`src/rtl/ddr_rd_stream_if.sv`:
```
// rtl/ddr_rd_stream_if.sv - request, MCB port-2 and output-stream signal bundle for ddr_rd_stream
// master is the read engine's side of the bundle; slave is the surrounding MCB/consumer side.
interface ddr_rd_stream_if;
   logic        c3_calib_done;

   logic        req_valid;
   logic        req_ready;
   logic [29:0] req_addr;
   logic [15:0] req_words;

   logic        c3_p2_cmd_en;
   logic [2:0]  c3_p2_cmd_instr;
   logic [5:0]  c3_p2_cmd_bl;
   logic [29:0] c3_p2_cmd_byte_addr;
   logic        c3_p2_cmd_full;

   logic        c3_p2_rd_en;
   logic [31:0] c3_p2_rd_data;
   logic        c3_p2_rd_empty;
   logic        c3_p2_rd_overflow;
   logic        c3_p2_rd_error;

   logic        m_valid;
   logic        m_ready;
   logic [31:0] m_data;
   logic        m_last;

   logic        done;
   logic        err;

   modport master (
      input  c3_calib_done,
      input  req_valid, req_addr, req_words,
      output req_ready,
      output c3_p2_cmd_en, c3_p2_cmd_instr, c3_p2_cmd_bl, c3_p2_cmd_byte_addr,
      input  c3_p2_cmd_full,
      output c3_p2_rd_en,
      input  c3_p2_rd_data, c3_p2_rd_empty, c3_p2_rd_overflow, c3_p2_rd_error,
      output m_valid, m_data, m_last,
      input  m_ready,
      output done, err
   );

   modport slave (
      output c3_calib_done,
      output req_valid, req_addr, req_words,
      input  req_ready,
      input  c3_p2_cmd_en, c3_p2_cmd_instr, c3_p2_cmd_bl, c3_p2_cmd_byte_addr,
      output c3_p2_cmd_full,
      input  c3_p2_rd_en,
      output c3_p2_rd_data, c3_p2_rd_empty, c3_p2_rd_overflow, c3_p2_rd_error,
      input  m_valid, m_data, m_last,
      output m_ready,
      input  done, err
   );
endinterface

```
`src/rtl/ddr_rd_stream.sv`:
```
// rtl/ddr_rd_stream.sv - MCB port-2 read engine: splits a word count into read bursts and streams the data out
// Commands are credit-limited so the MCB read FIFO is never asked to hold more words than it has room for.
module ddr_rd_stream #(
   parameter int MAX_BURST     = 64,
   parameter int RD_FIFO_DEPTH = 64
) (
   input logic             clk,
   input logic             rst,
   ddr_rd_stream_if.master bus
);
   typedef enum logic [1:0] {
      WAIT_CALIB = 2'd0,
      IDLE       = 2'd1,
      ISSUE      = 2'd2,
      DRAIN      = 2'd3
   } state_t;

   localparam logic [15:0] MAX_BURST_W  = 16'(MAX_BURST);
   localparam logic [7:0]  FIFO_DEPTH_W = 8'(RD_FIFO_DEPTH);
   localparam logic [2:0]  INSTR_READ   = 3'b001;

   state_t      state_q, state_d;
   logic [29:0] cmd_addr_q, cmd_addr_d;
   logic [15:0] cmd_rem_q, cmd_rem_d;
   logic [15:0] rx_rem_q, rx_rem_d;
   logic [6:0]  outstanding_q, outstanding_d;
   logic [31:0] m_data_q, m_data_d;
   logic        m_valid_q, m_valid_d;
   logic        m_last_q, m_last_d;
   logic        err_q, err_d;
   logic        done_q, done_d;

   logic [6:0]  burst;
   logic        credit_ok;
   logic        cmd_issue;
   logic        rd_pop;
   logic        beat_xfer;
   logic        last_xfer;

   // Outstanding counts words commanded but not yet popped, i.e. the MCB FIFO fill level.
   always_comb begin
      burst     = (cmd_rem_q > MAX_BURST_W) ? MAX_BURST_W[6:0] : cmd_rem_q[6:0];
      credit_ok = ({1'b0, outstanding_q} + {1'b0, burst}) <= FIFO_DEPTH_W;
      cmd_issue = (state_q == ISSUE) && !bus.c3_p2_cmd_full && credit_ok;
      rd_pop    = ((state_q == ISSUE) || (state_q == DRAIN)) && !bus.c3_p2_rd_empty &&
                  (rx_rem_q != 16'd0) && (!m_valid_q || bus.m_ready);
      beat_xfer = m_valid_q && bus.m_ready;
      last_xfer = (state_q == DRAIN) && beat_xfer && m_last_q;
   end

   always_ff @(posedge clk or negedge rst) begin
      if (!rst) begin
         state_q       <= WAIT_CALIB;
         cmd_addr_q    <= 30'd0;
         cmd_rem_q     <= 16'd0;
         rx_rem_q      <= 16'd0;
         outstanding_q <= 7'd0;
         m_data_q      <= 32'd0;
         m_valid_q     <= 1'b0;
         m_last_q      <= 1'b0;
         err_q         <= 1'b0;
         done_q        <= 1'b0;
      end else begin
         state_q       <= state_d;
         cmd_addr_q    <= cmd_addr_d;
         cmd_rem_q     <= cmd_rem_d;
         rx_rem_q      <= rx_rem_d;
         outstanding_q <= outstanding_d;
         m_data_q      <= m_data_d;
         m_valid_q     <= m_valid_d;
         m_last_q      <= m_last_d;
         err_q         <= err_d;
         done_q        <= done_d;
      end
   end

   always_comb begin
      state_d       = state_q;
      cmd_addr_d    = cmd_addr_q;
      cmd_rem_d     = cmd_rem_q;
      rx_rem_d      = rx_rem_q;
      outstanding_d = outstanding_q;
      m_data_d      = m_data_q;
      m_valid_d     = m_valid_q;
      m_last_d      = m_last_q;
      err_d         = err_q;
      done_d        = 1'b0;

      case (state_q)
         WAIT_CALIB: begin
            if (bus.c3_calib_done) state_d = IDLE;
         end
         IDLE: begin
            if (bus.req_valid) begin
               cmd_addr_d = {bus.req_addr[29:2], 2'b00};
               cmd_rem_d  = bus.req_words;
               rx_rem_d   = bus.req_words;
               err_d      = 1'b0;
               if (bus.req_words != 16'd0) state_d = ISSUE;
               else                        done_d  = 1'b1;
            end
         end
         ISSUE: begin
            if (cmd_issue) begin
               cmd_addr_d = cmd_addr_q + {21'd0, burst, 2'b00};
               cmd_rem_d  = cmd_rem_q - {9'd0, burst};
               if (cmd_rem_q == {9'd0, burst}) state_d = DRAIN;
            end
         end
         DRAIN: begin
            if (last_xfer) state_d = IDLE;
         end
         default: state_d = WAIT_CALIB;
      endcase

      outstanding_d = outstanding_q + (cmd_issue ? burst : 7'd0) - {6'd0, rd_pop};

      // One-entry output register: a pop refills it in the same cycle the old word leaves.
      if (rd_pop) begin
         m_data_d  = bus.c3_p2_rd_data;
         m_valid_d = 1'b1;
         m_last_d  = (rx_rem_q == 16'd1);
         rx_rem_d  = rx_rem_q - 16'd1;
      end else if (beat_xfer) begin
         m_valid_d = 1'b0;
         m_last_d  = 1'b0;
      end

      if (bus.c3_p2_rd_overflow || bus.c3_p2_rd_error) err_d = 1'b1;
   end

   assign bus.req_ready           = (state_q == IDLE);
   assign bus.c3_p2_cmd_en        = cmd_issue;
   assign bus.c3_p2_cmd_instr     = (state_q == ISSUE) ? INSTR_READ : 3'd0;
   assign bus.c3_p2_cmd_bl        = (state_q == ISSUE) ? 6'(burst - 7'd1) : 6'd0;
   assign bus.c3_p2_cmd_byte_addr = (state_q == ISSUE) ? cmd_addr_q : 30'd0;
   assign bus.c3_p2_rd_en         = rd_pop;
   assign bus.m_valid             = m_valid_q;
   assign bus.m_data              = m_data_q;
   assign bus.m_last              = m_last_q;
   assign bus.done                = done_q || last_xfer;
   assign bus.err                 = err_q;
endmodule

```
`src/flat_wrapper.sv`:
```
// flat-port wrapper written by rule: the top's interface ports become plain ports
module ddr_rd_stream_flat 
#(
   parameter int MAX_BURST     = 64,
   parameter int RD_FIFO_DEPTH = 64
)
  (clk, rst, bus_c3_calib_done, bus_req_valid, bus_req_addr, bus_req_words, bus_req_ready, bus_c3_p2_cmd_en, bus_c3_p2_cmd_instr, bus_c3_p2_cmd_bl, bus_c3_p2_cmd_byte_addr, bus_c3_p2_cmd_full, bus_c3_p2_rd_en, bus_c3_p2_rd_data, bus_c3_p2_rd_empty, bus_c3_p2_rd_overflow, bus_c3_p2_rd_error, bus_m_valid, bus_m_data, bus_m_last, bus_m_ready, bus_done, bus_err);
  ddr_rd_stream_if bus_i ();
  input logic clk;
  input logic rst;
  input wire logic [$bits(bus_i.c3_calib_done)-1:0] bus_c3_calib_done;
  input wire logic [$bits(bus_i.req_valid)-1:0] bus_req_valid;
  input wire logic [$bits(bus_i.req_addr)-1:0] bus_req_addr;
  input wire logic [$bits(bus_i.req_words)-1:0] bus_req_words;
  output wire logic [$bits(bus_i.req_ready)-1:0] bus_req_ready;
  output wire logic [$bits(bus_i.c3_p2_cmd_en)-1:0] bus_c3_p2_cmd_en;
  output wire logic [$bits(bus_i.c3_p2_cmd_instr)-1:0] bus_c3_p2_cmd_instr;
  output wire logic [$bits(bus_i.c3_p2_cmd_bl)-1:0] bus_c3_p2_cmd_bl;
  output wire logic [$bits(bus_i.c3_p2_cmd_byte_addr)-1:0] bus_c3_p2_cmd_byte_addr;
  input wire logic [$bits(bus_i.c3_p2_cmd_full)-1:0] bus_c3_p2_cmd_full;
  output wire logic [$bits(bus_i.c3_p2_rd_en)-1:0] bus_c3_p2_rd_en;
  input wire logic [$bits(bus_i.c3_p2_rd_data)-1:0] bus_c3_p2_rd_data;
  input wire logic [$bits(bus_i.c3_p2_rd_empty)-1:0] bus_c3_p2_rd_empty;
  input wire logic [$bits(bus_i.c3_p2_rd_overflow)-1:0] bus_c3_p2_rd_overflow;
  input wire logic [$bits(bus_i.c3_p2_rd_error)-1:0] bus_c3_p2_rd_error;
  output wire logic [$bits(bus_i.m_valid)-1:0] bus_m_valid;
  output wire logic [$bits(bus_i.m_data)-1:0] bus_m_data;
  output wire logic [$bits(bus_i.m_last)-1:0] bus_m_last;
  input wire logic [$bits(bus_i.m_ready)-1:0] bus_m_ready;
  output wire logic [$bits(bus_i.done)-1:0] bus_done;
  output wire logic [$bits(bus_i.err)-1:0] bus_err;
  assign bus_i.c3_calib_done = bus_c3_calib_done;
  assign bus_i.req_valid = bus_req_valid;
  assign bus_i.req_addr = bus_req_addr;
  assign bus_i.req_words = bus_req_words;
  assign bus_req_ready = bus_i.req_ready;
  assign bus_c3_p2_cmd_en = bus_i.c3_p2_cmd_en;
  assign bus_c3_p2_cmd_instr = bus_i.c3_p2_cmd_instr;
  assign bus_c3_p2_cmd_bl = bus_i.c3_p2_cmd_bl;
  assign bus_c3_p2_cmd_byte_addr = bus_i.c3_p2_cmd_byte_addr;
  assign bus_i.c3_p2_cmd_full = bus_c3_p2_cmd_full;
  assign bus_c3_p2_rd_en = bus_i.c3_p2_rd_en;
  assign bus_i.c3_p2_rd_data = bus_c3_p2_rd_data;
  assign bus_i.c3_p2_rd_empty = bus_c3_p2_rd_empty;
  assign bus_i.c3_p2_rd_overflow = bus_c3_p2_rd_overflow;
  assign bus_i.c3_p2_rd_error = bus_c3_p2_rd_error;
  assign bus_m_valid = bus_i.m_valid;
  assign bus_m_data = bus_i.m_data;
  assign bus_m_last = bus_i.m_last;
  assign bus_i.m_ready = bus_m_ready;
  assign bus_done = bus_i.done;
  assign bus_err = bus_i.err;
  ddr_rd_stream #(.MAX_BURST(MAX_BURST), .RD_FIFO_DEPTH(RD_FIFO_DEPTH)) u_core (.clk(clk), .rst(rst), .bus(bus_i));
endmodule
```
`config.mk`:
```
export PLATFORM = sky130hd
export DESIGN_NAME = ddr_rd_stream_flat
export DESIGN_NICKNAME = d
export VERILOG_FILES = /design/src/rtl/ddr_rd_stream_if.sv /design/src/rtl/ddr_rd_stream.sv /design/src/flat_wrapper.sv
export SDC_FILE = /design/constraint.sdc
export NUM_CORES = 1
export LEC_CHECK = 0
export ABC_CLOCK_PERIOD_IN_PS = 6630
export CORE_ASPECT_RATIO = 1.4
export CORE_MARGIN = 10
export CORE_UTILIZATION = 51
export DETAILED_ROUTE_END_ITERATION = 10
export PLACE_DENSITY = 0.81
export SLEW_MARGIN = 5
export SYNTH_ARGS = -nofsm -noshare
export SYNTH_HDL_FRONTEND = slang
export SYNTH_SLANG_ARGS = --single-unit
```
`constraint.sdc`:
```
create_clock -name clk -period 6.63 [get_ports clk]
set_input_delay 0.663 -clock clk [delete_from_list [all_inputs] [get_ports clk]]
set_output_delay 0.663 -clock clk [all_outputs]
set_load 0.1 [all_outputs]
```
==> summary.txt <==
Outcome
  • Run status: finished, final reports clean

Setup path
  • Type of the worst setup path: register to register
  • Data required time of the critical path: 6.86 ns
  • Top delay family on crit path: simple AND/OR/NAND/NOR gates
  • R2r endpoint: u_core.outstanding_q[6]
  • Instance count on the critical path: 20
  • Minimum setup slack among reg-to-reg paths: 0.71 ns
  • Reg-to-reg critical path startpoint: u_core.cmd_rem_q[1]
  • CP max stage cell: sky130_fd_sc_hd__or4_4
  • Worst-case reg-to-reg path depth: 20
  • Critical Path Sink Type: register
  • CP cell instances: or4_4 -> o31ai_4 -> and2_4 -> nand2_1 -> inv_1 -> ha_1 -> fa_1 -> or4_1 -> a211oi_2 -> a21o_1 -> and2_1 -> nand2_1 -> ha_1 -> fa_1 -> inv_1 -> a21oi_1 -> o21bai_1 -> a21o_1 -> a21oi_1 -> xnor3_1
  • Max Fanout on Critical Path: 8
  • Beginning of the critical path: u_core.cmd_rem_q[1]
  • WP data arrival: 6.15 ns
  • Bufs and invs on worst path: 2
  • Largest incremental delay on the critical path: 0.61 ns
  • CP endpoint: u_core.outstanding_q[6]
  • Startpoint types: register

Route
  • Remaining design rule violation count: 0
  • Overall via count from detail_route: 6,805
  • Initial DRC count: 546
  • Number of antenna-violating nets in the routed design: 0
  • Post-DR vias/cell: 5.88
  • Aggregate routed wire length: 20,700 µm
  • Number of detailed-route iterations in the first pass: 6
  • Average routed wire per standard cell: 17.9 µm

GRT
  • Total track usage: 21.3%
  • Maximum number of pins on one net before global-route repair: 71
  • Number of global-route vias before repair: 6,675
  • Gr ovfl total: 0
  • First-pass GRT wire length: 34,200 µm
  • Initial antenna violation count: 0

Clock network
  • Clock sink count: 105
  • TritonCTS clock tree: built
  • CTS root buffer: sky130_fd_sc_hd__clkbuf_16
  • Setup Buffers After CTS: 0
  • Buffer levels on the longest clock path: 2
  • H-tree level count: 3
  • Cts bufs inserted: 9
  • Insertion delay of the later-clocked pin in the worst-skew pair: 0.36 ns
  • Hold bufs inserted after CTS: 0
  • CTS resizes: 0
  • Clock slew seen by the registers of the worst setup and hold paths: 0.08 ns

Floorplanning
  • Die width: 119 µm
  • Std cell rows: 50
  • Number of primary I/O pins: 165
  • Starting utilization of the core area: 52.5%
  • Core area: 13,500 µm²
  • Die boundary height: 159 µm
  • Die Area: 19,000 µm²

Logic synthesis
  • Synthesis warning total: 0
  • Top_reg_cell synth: sky130_fd_sc_hd__dfrtp_1
  • Distinct cell type count after synthesis: 81
  • Post-Syn Area: 7070 µm²
  • Mean post-synth cell area: 8.39 µm²
  • Post-Syn Instances: 842
  • FFs w/ async S/R, synth: 100%
  • Number of flip-flops and latches in the synthesized netlist: 105
  • Proportion of synthesized chip area in sequential cells: 37.2%
  • Number of enable-type register cells in the synthesized netlist: 0

Finish
  • Signed area change from the synthesized netlist to the final layout: 27.7%
  • Core utilization of the finished layout: 67.1%
  • Area used by multi-input combinational logic: 4070 µm²
  • Fill cell count: 1,097
  • Commonest non-fill, non-tap cells in the layout: sky130_fd_sc_hd__clkdlybuf4s50_1, sky130_fd_sc_hd__nand2_1, sky130_fd_sc_hd__dfrtp_1
  • Most common library cell in the layout ignoring fill and taps: sky130_fd_sc_hd__clkdlybuf4s50_1
  • Number of nets at the end of the flow: 1,096
  • FF+latch area: 2630 µm²
  • Layout cells sized above 1: 5.43%
  • Diodes inserted: 0

Power and ir drop
  • Leakage power total: 3.96 nW
  • Pwr per Cell Area: 582 nW/µm²
  • Worst VDD drop: 0.000287 V
  • Overall power of the completed layout: 0.00526 W

STA
  • Unrepaired setup endpoints after global routing: no
  • Timing-limited maximum frequency: 0.169 GHz
  • Post-Route Skew: 0.0121 ns
  • Worst Hold Margin: 0.367 ns
  • Worst Tran Pin Value: 1.00 ns
  • Setup TNS: 0 ns
  • Final cycle utilization of the critical path: 89.3%
  • Setup-violating endpoint count in the final report: 0
  • Worst relative slew slack: 33.0%
  • Count of pins over their slew limit: 0
  • Crit path time final: 5.92 ns
  • Number of endpoints with negative hold slack in the final report: 0
  • Worst setup slack after layout: 0.709 ns

Worst hold path
  • HP Class: primary input to asynchronous set/reset pin

Job
  • Number of max-cap violations: 0

Placement
  • Post-DP HPWL: 14,700 µm
  • Port bufs: 158
  • RePlAce Congestion: 0.886
  • Dpl ws: 0.784 ns
-- routing by layer --
metal / part of all wire, % / GRT usage, %
met1: 41 / 26.1
met2: 50 / 36.0
met3: 6.4 / 4.50
met4: 2.4 / 7.21
met5: 0 / 0
-- registers in the layout, indices dropped and copies added (netlist names) --
signal and count:
u_core.state_q 2, u_core.done_q 1, u_core.cmd_rem_q 16, u_core.cmd_addr_q 28, u_core.bus.m_data 32, u_core.outstanding_q 7
u_core.bus.m_valid 1, u_core.bus.m_last 1, u_core.bus.err 1, u_core.rx_rem_q 16
-- cell usage after synthesis (all sizes together), types with 8 or more instances --
cell,number,area share (%)
a21o,8,0.85
and2,33,3.0
ha,35,6.2
dfrtp,105,37
and3,18,1.6
xnor2,8,0.99
nor3,28,2.0
a21oi,45,3.2
a31oi,13,1.2
clkbuf,24,1.3
nor4,11,1.3
o21ai,46,3.3
buf,27,2.1
nand2,150,8.0
nor2,56,3.0
nand3,10,0.71
a211oi,11,1.2
inv,44,2.3
o31ai,33,4.3
-- cell type report --
| cell class | instances | area share [%] |
|---|---|---|
| clock inverter | 7 | 0.776 |
| clock buffer | 9 | 2.50 |
| sequential | 105 | 29.1 |
| tap | 182 | 2.52 |
| timing repair buffer | 166 | 18.1 |
| multi-input combinational | 644 | 45.1 |
| inverter | 45 | 1.87 |
-- worst min-delay path by stage --
stage | endpoint | slack [ns]
after floorplan | u_core.bus.err | 0.37
after global placement | u_core.bus.m_data[23] | 0.46
after detailed placement | u_core.bus.m_data[21] | 0.46
after CTS | u_core.cmd_addr_q[10] | 0.41
after global routing | u_core.cmd_addr_q[10] | 0.43
final | u_core.cmd_addr_q[10] | 0.37
-- cell families after synthesis --
group,synth area share (%)
simple gates,22.9
fa+ha+maj,7.05
other cells,0.106
buf+inv,5.76
flops,37.2
compound gates,23.9
mux,1.38
xor+xnor,1.81
-- metrics by stage --
stage | cells | area (µm²)
3_5_place_dp | 1142 | 8730
6_report | 1158 | 9030
3_3_place_gp | 1142 | 8730
4_1_cts | 1158 | 9030
2_1_floorplan | 845 | 7080
5_1_grt | 1158 | 9030
-- power by group --
part	switching, W	leakage [nW]	internal [W]	total, W
sequential	0.000312	1.27	0.000960	0.00127
combinational	0.00242	2.55	0.00103	0.00345
clock	0.000272	0.141	0.000265	0.000537
(Power assumes the default switching activity.)
